`src/rtl/mcp_tx_queue.sv`:
```
// Transmit-domain FIFO feeding a multi-cycle-path CDC send handshake.
// Optional sticky overflow flag: define MCP_TX_QUEUE_OVERFLOW_EN.
module mcp_tx_queue #(
  parameter int width      = 8,
  parameter int depth_log2 = 2
) (
  input  logic                  clk,
  input  logic                  reset_n,
  input  logic                  wr_en,
  input  logic [width-1:0]      wr_data,
  output logic                  full,
  output logic                  empty,
  output logic [depth_log2:0]   count,
  input  logic                  flush,
  output logic                  overflow,
  input  logic                  mcp_ready,
  output logic                  mcp_send,
  output logic [width-1:0]      mcp_data
);

  localparam int depth = 1 << depth_log2;
  localparam logic [depth_log2:0] depth_cnt = {1'b1, {depth_log2{1'b0}}};

  logic [depth_log2:0] wr_ptr_q, wr_ptr_d;
  logic [depth_log2:0] rd_ptr_q, rd_ptr_d;
  logic [width-1:0]    mem_q [depth];
  logic                push;
  logic                pop;

  // Pointers carry one extra MSB so full and empty stay distinguishable.
  assign count = wr_ptr_q - rd_ptr_q;
  assign full  = (count == depth_cnt);
  assign empty = (count == '0);

  // Handshake: a word transfers on every cycle mcp_send=1; mcp_send is only
  // raised while mcp_ready=1, the queue is non-empty and no flush is pending.
  assign mcp_send = ~empty & mcp_ready & ~flush;
  assign mcp_data = mem_q[rd_ptr_q[depth_log2-1:0]];

  assign pop  = mcp_send;
  assign push = wr_en & ~full & ~flush;

  always_comb begin
    wr_ptr_d = wr_ptr_q;
    rd_ptr_d = rd_ptr_q;
    if (flush) begin
      wr_ptr_d = '0;
      rd_ptr_d = '0;
    end else begin
      if (push) wr_ptr_d = wr_ptr_q + 1'b1;
      if (pop)  rd_ptr_d = rd_ptr_q + 1'b1;
    end
  end

  always_ff @(posedge clk or negedge reset_n) begin
    if (!reset_n) begin
      wr_ptr_q <= '0;
      rd_ptr_q <= '0;
    end else begin
      wr_ptr_q <= wr_ptr_d;
      rd_ptr_q <= rd_ptr_d;
    end
  end

  // Storage is deliberately left out of reset.
  always_ff @(posedge clk) begin
    if (push) mem_q[wr_ptr_q[depth_log2-1:0]] <= wr_data;
  end

`ifdef MCP_TX_QUEUE_OVERFLOW_EN
  logic overflow_q, overflow_d;

  always_comb begin
    overflow_d = overflow_q;
    if (wr_en && full && !flush) overflow_d = 1'b1;
  end

  always_ff @(posedge clk or negedge reset_n) begin
    if (!reset_n) overflow_q <= 1'b0;
    else          overflow_q <= overflow_d;
  end

  assign overflow = overflow_q;
`else
  assign overflow = 1'b0;
`endif

endmodule

```
`config.mk`:
```
export PLATFORM = sky130hd
export DESIGN_NAME = mcp_tx_queue
export DESIGN_NICKNAME = d
export VERILOG_FILES = /design/src/rtl/mcp_tx_queue.sv
export SDC_FILE = /design/constraint.sdc
export NUM_CORES = 1
export LEC_CHECK = 0
export CAP_MARGIN = 0
export CORE_MARGIN = 1
export CORE_UTILIZATION = 45
export DETAILED_ROUTE_END_ITERATION = 10
export GPL_ROUTABILITY_DRIVEN = 0
export PLACE_DENSITY = 0.69
export RECOVER_POWER = 25
export SYNTH_ARGS = -nofsm -noshare
export SYNTH_HDL_FRONTEND = slang
export SYNTH_SLANG_ARGS = --single-unit
```
`constraint.sdc`:
```
create_clock -name clk -period 3 [get_ports clk]
set_input_delay 0.3 -clock clk [delete_from_list [all_inputs] [get_ports clk]]
set_output_delay 0.3 -clock clk [all_outputs]
set_load 0.02 [all_outputs]
```
==> metrics.csv, run 1 <==
stage,metric,value,unit
status,status,finished clean,
grt,grt_max_degree,19,
critical_path,r2r_start,wr_ptr_q[0]$_DFFE_PN0P_,
critical_path,critPathSlowestCell,clkdlybuf4s50_1,
placement,io_buffers,26,
clock_tree,clock_latency,0.28,ns
logic_synthesis,yosysWarnings,0,
power_and_ir_drop,p_comb_share,43.3,%
cells_and_area,final_common_cell,edfxtp_1,
timing,max_freq,351.8,MHz
power_and_ir_drop,power_density,800.5,nW/um^2
logic_synthesis,synth_top_family_by_area,multiplexers,
timing,fin_crit,2.843,ns
logic_synthesis,synth_xor_area_share,1.399,%
detailed_routing,routed_wl,2738,um
logic_synthesis,ys_types,27,
critical_path,arrival,2.54,ns
placement,hpwl,1944,um
clock_tree,clock_path_buffers,2,
floorplan,die_area,4025,um^2
grt,antenna_found_initial,0,
floorplan,core,3468,um^2
floorplan,die_x,63.45,um
cells_and_area,fin_nets,153,
critical_path,worstSetupEndpointType,primary output,
timing,rsz0062_at_grt,no,
logic_synthesis,synth-simple-area-share,7.069,%
clock_tree,cts_made_buffers,5,
logic_synthesis,ys_ff_latch,38,
detailed_routing,postRouteAntennaNets,0,
grt,grt_util_all_layers,15.50,%
critical_path,worstSetupPathType,reg2out,
timing,tns,0,ns
critical_path,worstPathRequired,2.70,ns
logic_synthesis,synth_compound_area_share,3.166,%
timing,setup_violations,0,
clock_tree,clk_pin_slew,0.07,ns
grt,grt_pass1_vias,954,
logic_synthesis,synthFlopType,edfxtp_1,
floorplan,start_util,48.99,%
logic_synthesis,syn_area,1699,um^2
power_and_ir_drop,max-vdd-ir-drop,374.7,uV
cells_and_area,nFillCells,275,
grt,grt_pass1_wl,4471,um
detailed_routing,drt_pass1_iterations,4,
logic_synthesis,syn_avg_cell_area,17.34,um^2
cells_and_area,layout_common_cells,"32 x edfxtp_1, 19 x clkdlybuf4s50_1, 8 x mux4_2",
logic_synthesis,synthTopCellsByArea,"edfxtp_1 57%, mux4_2 11%, dfrtp_1 8.8%",
floorplan,die_h,63.45,um
timing,slew_violations,0,
critical_path,path_max_fanout,5,
critical_path,worstPathCellList,inv_1 > ha_1 > fa_1 > xnor3_2 > inv_2 > nor2_1 > clkdlybuf4s50_1,
power_and_ir_drop,p_clk_share,18.5,%
grt,grt_overflow,0,
logic_synthesis,postSynthCellCount,98,
logic_synthesis,yosys.area_share.adder,5.596,%
critical_path,reg2reg_depth,7,
critical_path,start_kind,flop,
hold_path,min_path_type,in2async,
detailed_routing,wl_per_cell,15.21,um
logic_synthesis,syn-num-nets,118,
cells_and_area,drive_above_1_share,21.64,%
logic_synthesis,yosysSeqAreaShare,65.39,%
clock_tree,cts_root_buf,clkbuf_8,
clock_tree,cts_sinks,38,
detailed_routing,viasPerCell,4.989,
critical_path,timing.rr.end,mem_q[1][4]$_DFFE_PP_,
logic_synthesis,synth_top_area_share,56.55,%
detailed_routing,dr_total_vias,898,
logic_synthesis,muxShareOfSynthArea,14.43,%
power_and_ir_drop,internal_power,0.001150,W
power_and_ir_drop,seqPwrFrac,38.2,%
power_and_ir_drop,p_total,0.001704,W
logic_synthesis,synth_edf_count,32,
clock_tree,cts_max_level,2,
critical_path,critPathMaxStageDelay,0.64,ns
timing,post-route-period-util,94.75,%
run,drv_cap,0,
floorplan,row_count,21,
detailed_routing,drc_errors,0,
timing,finalHoldViolations,0,
power_and_ir_drop,leakagePower,0.8013,nW
timing,fin_skew,0.005463,ns
power_and_ir_drop,swShare,32.51,%
floorplan,ios,28,
logic_synthesis,synth_area_leader_cell,edfxtp_1,
power_and_ir_drop,power.net_switching,0.0005538,W
clock_tree,cts_tree,built,
critical_path,reg2reg_slack,0.61,ns
logic_synthesis,synthArstFlopShare,15.79,%
detailed_routing,dr.first_iter.drc_count,21,
cells_and_area,antenna_cells,0,
cells_and_area,syn2layout_area_growth,25.26,%
-- final cells by class --
type | instances | area [um^2] | area share, %
tap | 46 | 57.56 | 2.704
sequential | 38 | 1111 | 52.20
multi-input combinational | 49 | 541.8 | 25.46
timing repair buffer | 33 | 315.3 | 14.81
inverter | 6 | 22.52 | 1.058
clock buffer | 7 | 76.32 | 3.586
clock inverter | 1 | 3.754 | 0.1764
-- per-layer routing --
layer	vias to the layer above	share of wire, %	track usage (%)
met5	-	0	0
met4	0	1.1	6.818
met3	4	2.7	3.261
met2	20	54	27.66
met1	440	42	17.69
li1	434	-	-
-- Yosys cell counts, types with 2 or more instances --
library cell / count
clkbuf_1: 2
dfrtp_1: 6
edfxtp_1: 32
ha_1: 6
inv_1: 5
mux2_4: 3
mux2i_1: 2
mux4_2: 8
nand2b_1: 4
nor2_1: 7
nor2b_1: 3
nor3b_1: 4
o21a_2: 2
-- flip-flops by register name, summed over array words and instances (netlist names) --
name      count
rd_ptr_q      3
wr_ptr_q      3
mem_q        32
-- through the flow --
step                instances  hold WS, ns  setup slack, ns  utilization, %  cell area [um^2]
global placement          172       0.5693           0.3834           58.98              2046
finish                    180       0.3393           0.1574           61.36              2128
floorplan                  98     0.004409           0.4430               -              1699
global route              180       0.3611          0.05168           61.36              2128
detailed placement        172       0.5690           0.3331           58.98              2046
CTS                       180       0.2707          0.01712           61.29              2126
-- power groups by stage --
stage | Sequential (W) | Clock, W | Combinational, W
2_1_floorplan | 0.000657 | 0 | 0.000452
3_3_place_gp | 0.000659 | 0 | 0.000733
3_5_place_dp | 0.000662 | 0 | 0.000750
4_1_cts | 0.000651 | 0.000326 | 0.000751
5_1_grt | 0.000656 | 0.000346 | 0.000793
6_report | 0.000650 | 0.000316 | 0.000738
-- worst max-delay path, delay by kind of cell, from the launching register on --
kind / cells / cell delay (ns)
flip-flops: 1 / 0.40
adder cells (fa/ha/maj): 2 / 0.60
buffers and inverters: 3 / 0.81
AND/OR/NAND/NOR: 1 / 0.17
XOR/XNOR: 1 / 0.29
-- worst max path at each step --
stage | to | from | depth (start not counted) | slack, ns
2_1_floorplan | mem_q[3][0]$_DFFE_PP_ | wr_ptr_q[0]$_DFFE_PN0P_ | 6 | 0.44
3_3_place_gp | mcp_send | wr_ptr_q[0]$_DFFE_PN0P_ | 8 | 0.38
3_5_place_dp | mcp_send | wr_ptr_q[0]$_DFFE_PN0P_ | 8 | 0.33
4_1_cts | mcp_send | wr_ptr_q[0]$_DFFE_PN0P_ | 8 | 0.02
5_1_grt | empty | wr_ptr_q[0]$_DFFE_PN0P_ | 7 | 0.05
6_report | empty | wr_ptr_q[0]$_DFFE_PN0P_ | 7 | 0.16
-- kinds of logic (layout without fill, tap and decap cells) --
logic type | count (synthesis) | count (layout)
other cells | 1 | 1
xor+xnor | 1 | 1
mux | 13 | 13
flops | 38 | 38
buf+inv | 11 | 47
fa+ha+maj | 7 | 7
simple gates | 21 | 21
compound gates | 6 | 6
-- what timing repair did --
item | 4_1_cts | 5_1_grt
resized for setup | 0 | 1
hold endpoints to repair | 0 | 0
setup buffers | 0 | 0
hold buffers | 0 | 0
endpoints found under the setup margin | 0 | 1
(Power assumes the default switching activity.)
==> inputs of run 2 (changes only) <==
--- a/config.mk
+++ b/config.mk
@@ -5,12 +5,13 @@
 export SDC_FILE = /design/constraint.sdc
 export NUM_CORES = 1
 export LEC_CHECK = 0
-export CAP_MARGIN = 0
+export CAP_MARGIN = 30
 export CORE_MARGIN = 1
 export CORE_UTILIZATION = 45
+export CTS_BUF_LIST = sky130_fd_sc_hd__clkbuf_4
 export DETAILED_ROUTE_END_ITERATION = 10
+export DONT_BUFFER_PORTS = 1
 export GPL_ROUTABILITY_DRIVEN = 0
-export PLACE_DENSITY = 0.69
 export RECOVER_POWER = 25
 export SYNTH_ARGS = -nofsm -noshare
 export SYNTH_HDL_FRONTEND = slang
==> metrics.csv, run 2 (synthesis gave the netlist of run 1 again) <==
stage,metric,value,unit,change
timing,tns,0,ns,unchanged
timing,rsz0062_at_grt,no,,
clock_tree,cts_resized,0,,unchanged
timing,slew_headroom,65.19,%,
critical_path,start_kind,flop,,
timing,fin_skew,0.009257,ns,+0.003794 ns
grt,grt_max_degree,19,,unchanged
timing,finalHoldViolations,0,,unchanged
placement,pre_cts_ws,0.6017,ns,+0.2686 ns
floorplan,die_area,4025,um^2,unchanged
cells_and_area,drive_above_1_share,27.10,%,+5.5 points
timing,slew_violations,0,,unchanged
power_and_ir_drop,power.net_switching,0.0005354,W,-3.3%
detailed_routing,dr_total_vias,816,,-9.1%
cells_and_area,fin_nets,126,,-18%
cells_and_area,syn2layout_area_growth,10.75,%,
timing,setup_ws,0.2544,ns,+0.09699 ns
floorplan,die_x,63.45,um,unchanged
detailed_routing,dr.first_iter.drc_count,24,,+14%
grt,grt_util_all_layers,16.55,%,+1.0 points
timing,whs,0.04463,ns,-0.2947 ns
timing,setup_violations,0,,unchanged
cells_and_area,layout_common_cells,"32 x edfxtp_1, 8 x mux4_2, 7 x nor2_1",,
timing,post-route-period-util,91.52,%,-3.2 points
floorplan,die_h,63.45,um,unchanged
placement,io_buffers,0,,-100%
detailed_routing,viasPerCell,5.333,,+6.9%
floorplan,ios,28,,unchanged
placement,hpwl,1957,um,+0.65%
power_and_ir_drop,swShare,33.42,%,+0.91 points
grt,grt_overflow,0,,unchanged
power_and_ir_drop,max-vdd-ir-drop,431.2,uV,+15%
clock_tree,clock_latency,0.34,ns,+0.06 ns
clock_tree,cts_sinks,38,,unchanged
detailed_routing,wl_per_cell,18.44,um,+21%
clock_tree,cts_made_buffers,5,,unchanged
hold_path,min_path_type,in2reg,,
timing,fin_crit,2.746,ns,-0.09699 ns
detailed_routing,drc_errors,0,,unchanged
power_and_ir_drop,p_clk_share,26.5,%,+8.0 points
cells_and_area,nFillCells,298,,+8.4%
power_and_ir_drop,p_comb_share,32.0,%,-11 points
cells_and_area,antenna_cells,0,,unchanged
detailed_routing,routed_wl,2821,um,+3.0%
grt,grt_pass1_vias,902,,-5.5%
clock_tree,cts_tree,built,,
critical_path,path_max_fanout,5,,unchanged
critical_path,worstSetupEndpointType,primary output,,
timing,worst_pin_slew,0.5221,ns,
timing,max_freq,364.2,MHz,+3.5%
floorplan,start_util,48.99,%,unchanged
floorplan,row_count,21,,unchanged
power_and_ir_drop,seqPwrFrac,41.5,%,+3.3 points
detailed_routing,drt_pass1_iterations,4,,unchanged
power_and_ir_drop,power_density,851.3,nW/um^2,+6.3%
power_and_ir_drop,internal_power,0.001067,W,-7.2%
critical_path,arrival,2.45,ns,-0.09 ns
clock_tree,postCtsSetupRepairBufs,0,,unchanged
run,drv_cap,0,,unchanged
clock_tree,clk_pin_slew,0.12,ns,+0.05 ns
floorplan,core,3468,um^2,unchanged
critical_path,worstSetupPathType,reg2out,,
detailed_routing,postRouteAntennaNets,0,,unchanged
cells_and_area,final_common_cell,edfxtp_1,,
clock_tree,cts_root_buf,clkbuf_4,,
critical_path,worstPathRequired,2.70,ns,about the same
grt,grt_pass1_wl,4740,um,+6.0%
grt,antenna_found_initial,0,,unchanged
cells_and_area,largest_reg_flops,32,,unchanged
clock_tree,cts_max_level,2,,unchanged
clock_tree,clock_path_buffers,2,,unchanged
power_and_ir_drop,leakagePower,0.6906,nW,-14%
status,status,finished clean,,
run 2: cell types whose count changed in the layout (fill, tap and decap cells not counted):
cell,delta
buf_4,-2
clkdlybuf4s50_1,-19
clkbuf_1,-2
dlygate4sd3_1,-5
clkbuf_8,-5
clkbuf_4,+5
dlymetal6s2s_1,-1
bufinv_16,+2
run 2: repair_timing:
action / 4_1_cts / 5_1_grt
hold endpoints to repair: 6 / 0
endpoints found under the setup margin: 0 / 0
hold buffers: 1 / 0
run 2: through the flow:
step | total power (W) | util (%) | area [um^2] | std cells
finish | 0.001602 | 54.26 | 1882 | 153
global route | 0.001694 | 54.26 | 1882 | 153
CTS | 0.001625 | 54.26 | 1882 | 153
detailed placement | 0.001197 | 51.05 | 1770 | 144
global placement | 0.001184 | 51.05 | 1770 | 144
floorplan | 0.001110 | - | 1699 | 98
run 2: area by class of cell:
type                    instances  area [um^2]  area share [%]
clock inverters                 3        63.81           3.391
inverters                       6        22.52           1.197
well taps                      46        57.56           3.059
repair buffers                  6        47.55           2.527
clock buffers                   5        37.54           1.995
flip-flops and latches         38         1111           59.04
multi-input cells              49        541.8           28.79
run 2: critical path, cell delays in order, from the launching register on:
cell	delay [ns]
dfrtp_1	0.41
inv_1	0.11
ha_1	0.22
fa_1	0.37
xnor3_2	0.28
inv_2	0.16
o21a_2	0.19
nor2b_1	0.36
run 2: path summary, 6_finish.rpt:
| kind | startpoint | slack, ns | end | cells past startpoint |
|---|---|---|---|---|
| max in group asynchronous | reset_n | 2.50 | wr_ptr_q[0]$_DFFE_PN0P_ | 1 |
| worst max register to register | rd_ptr_q[1]$_DFFE_PN0P_ | 0.61 | mem_q[0][0]$_DFFE_PP_ | 5 |
| min in group asynchronous | reset_n | 0.27 | rd_ptr_q[0]$_DFFE_PN0P_ | 1 |
| worst min register to register | wr_ptr_q[1]$_DFFE_PN0P_ | 0.61 | wr_ptr_q[1]$_DFFE_PN0P_ | 2 |
| worst max-delay path | wr_ptr_q[0]$_DFFE_PN0P_ | 0.25 | mcp_send | 7 |
| worst min-delay path | wr_data[3] | 0.04 | mem_q[1][3]$_DFFE_PP_ | 0 |
run 2: power by group through the flow:
stage	registers, W	clock network [W]	logic [W]
floorplan	0.000657	0	0.000452
global placement	0.000675	0	0.000509
detailed placement	0.000679	0	0.000518
CTS	0.000667	0.000435	0.000522
global route	0.000672	0.000463	0.000559
finish	0.000665	0.000424	0.000513
run 2: routing by layer:
metal	wire (um)	vias up	share of wire, %	global-route usage [%]
met5	0	-	0	0
met4	33	0	1.2	5.966
met3	139	4	4.9	6.522
met2	1489	18	53	27.26
met1	1158	411	41	19.51
li1	-	383	-	-
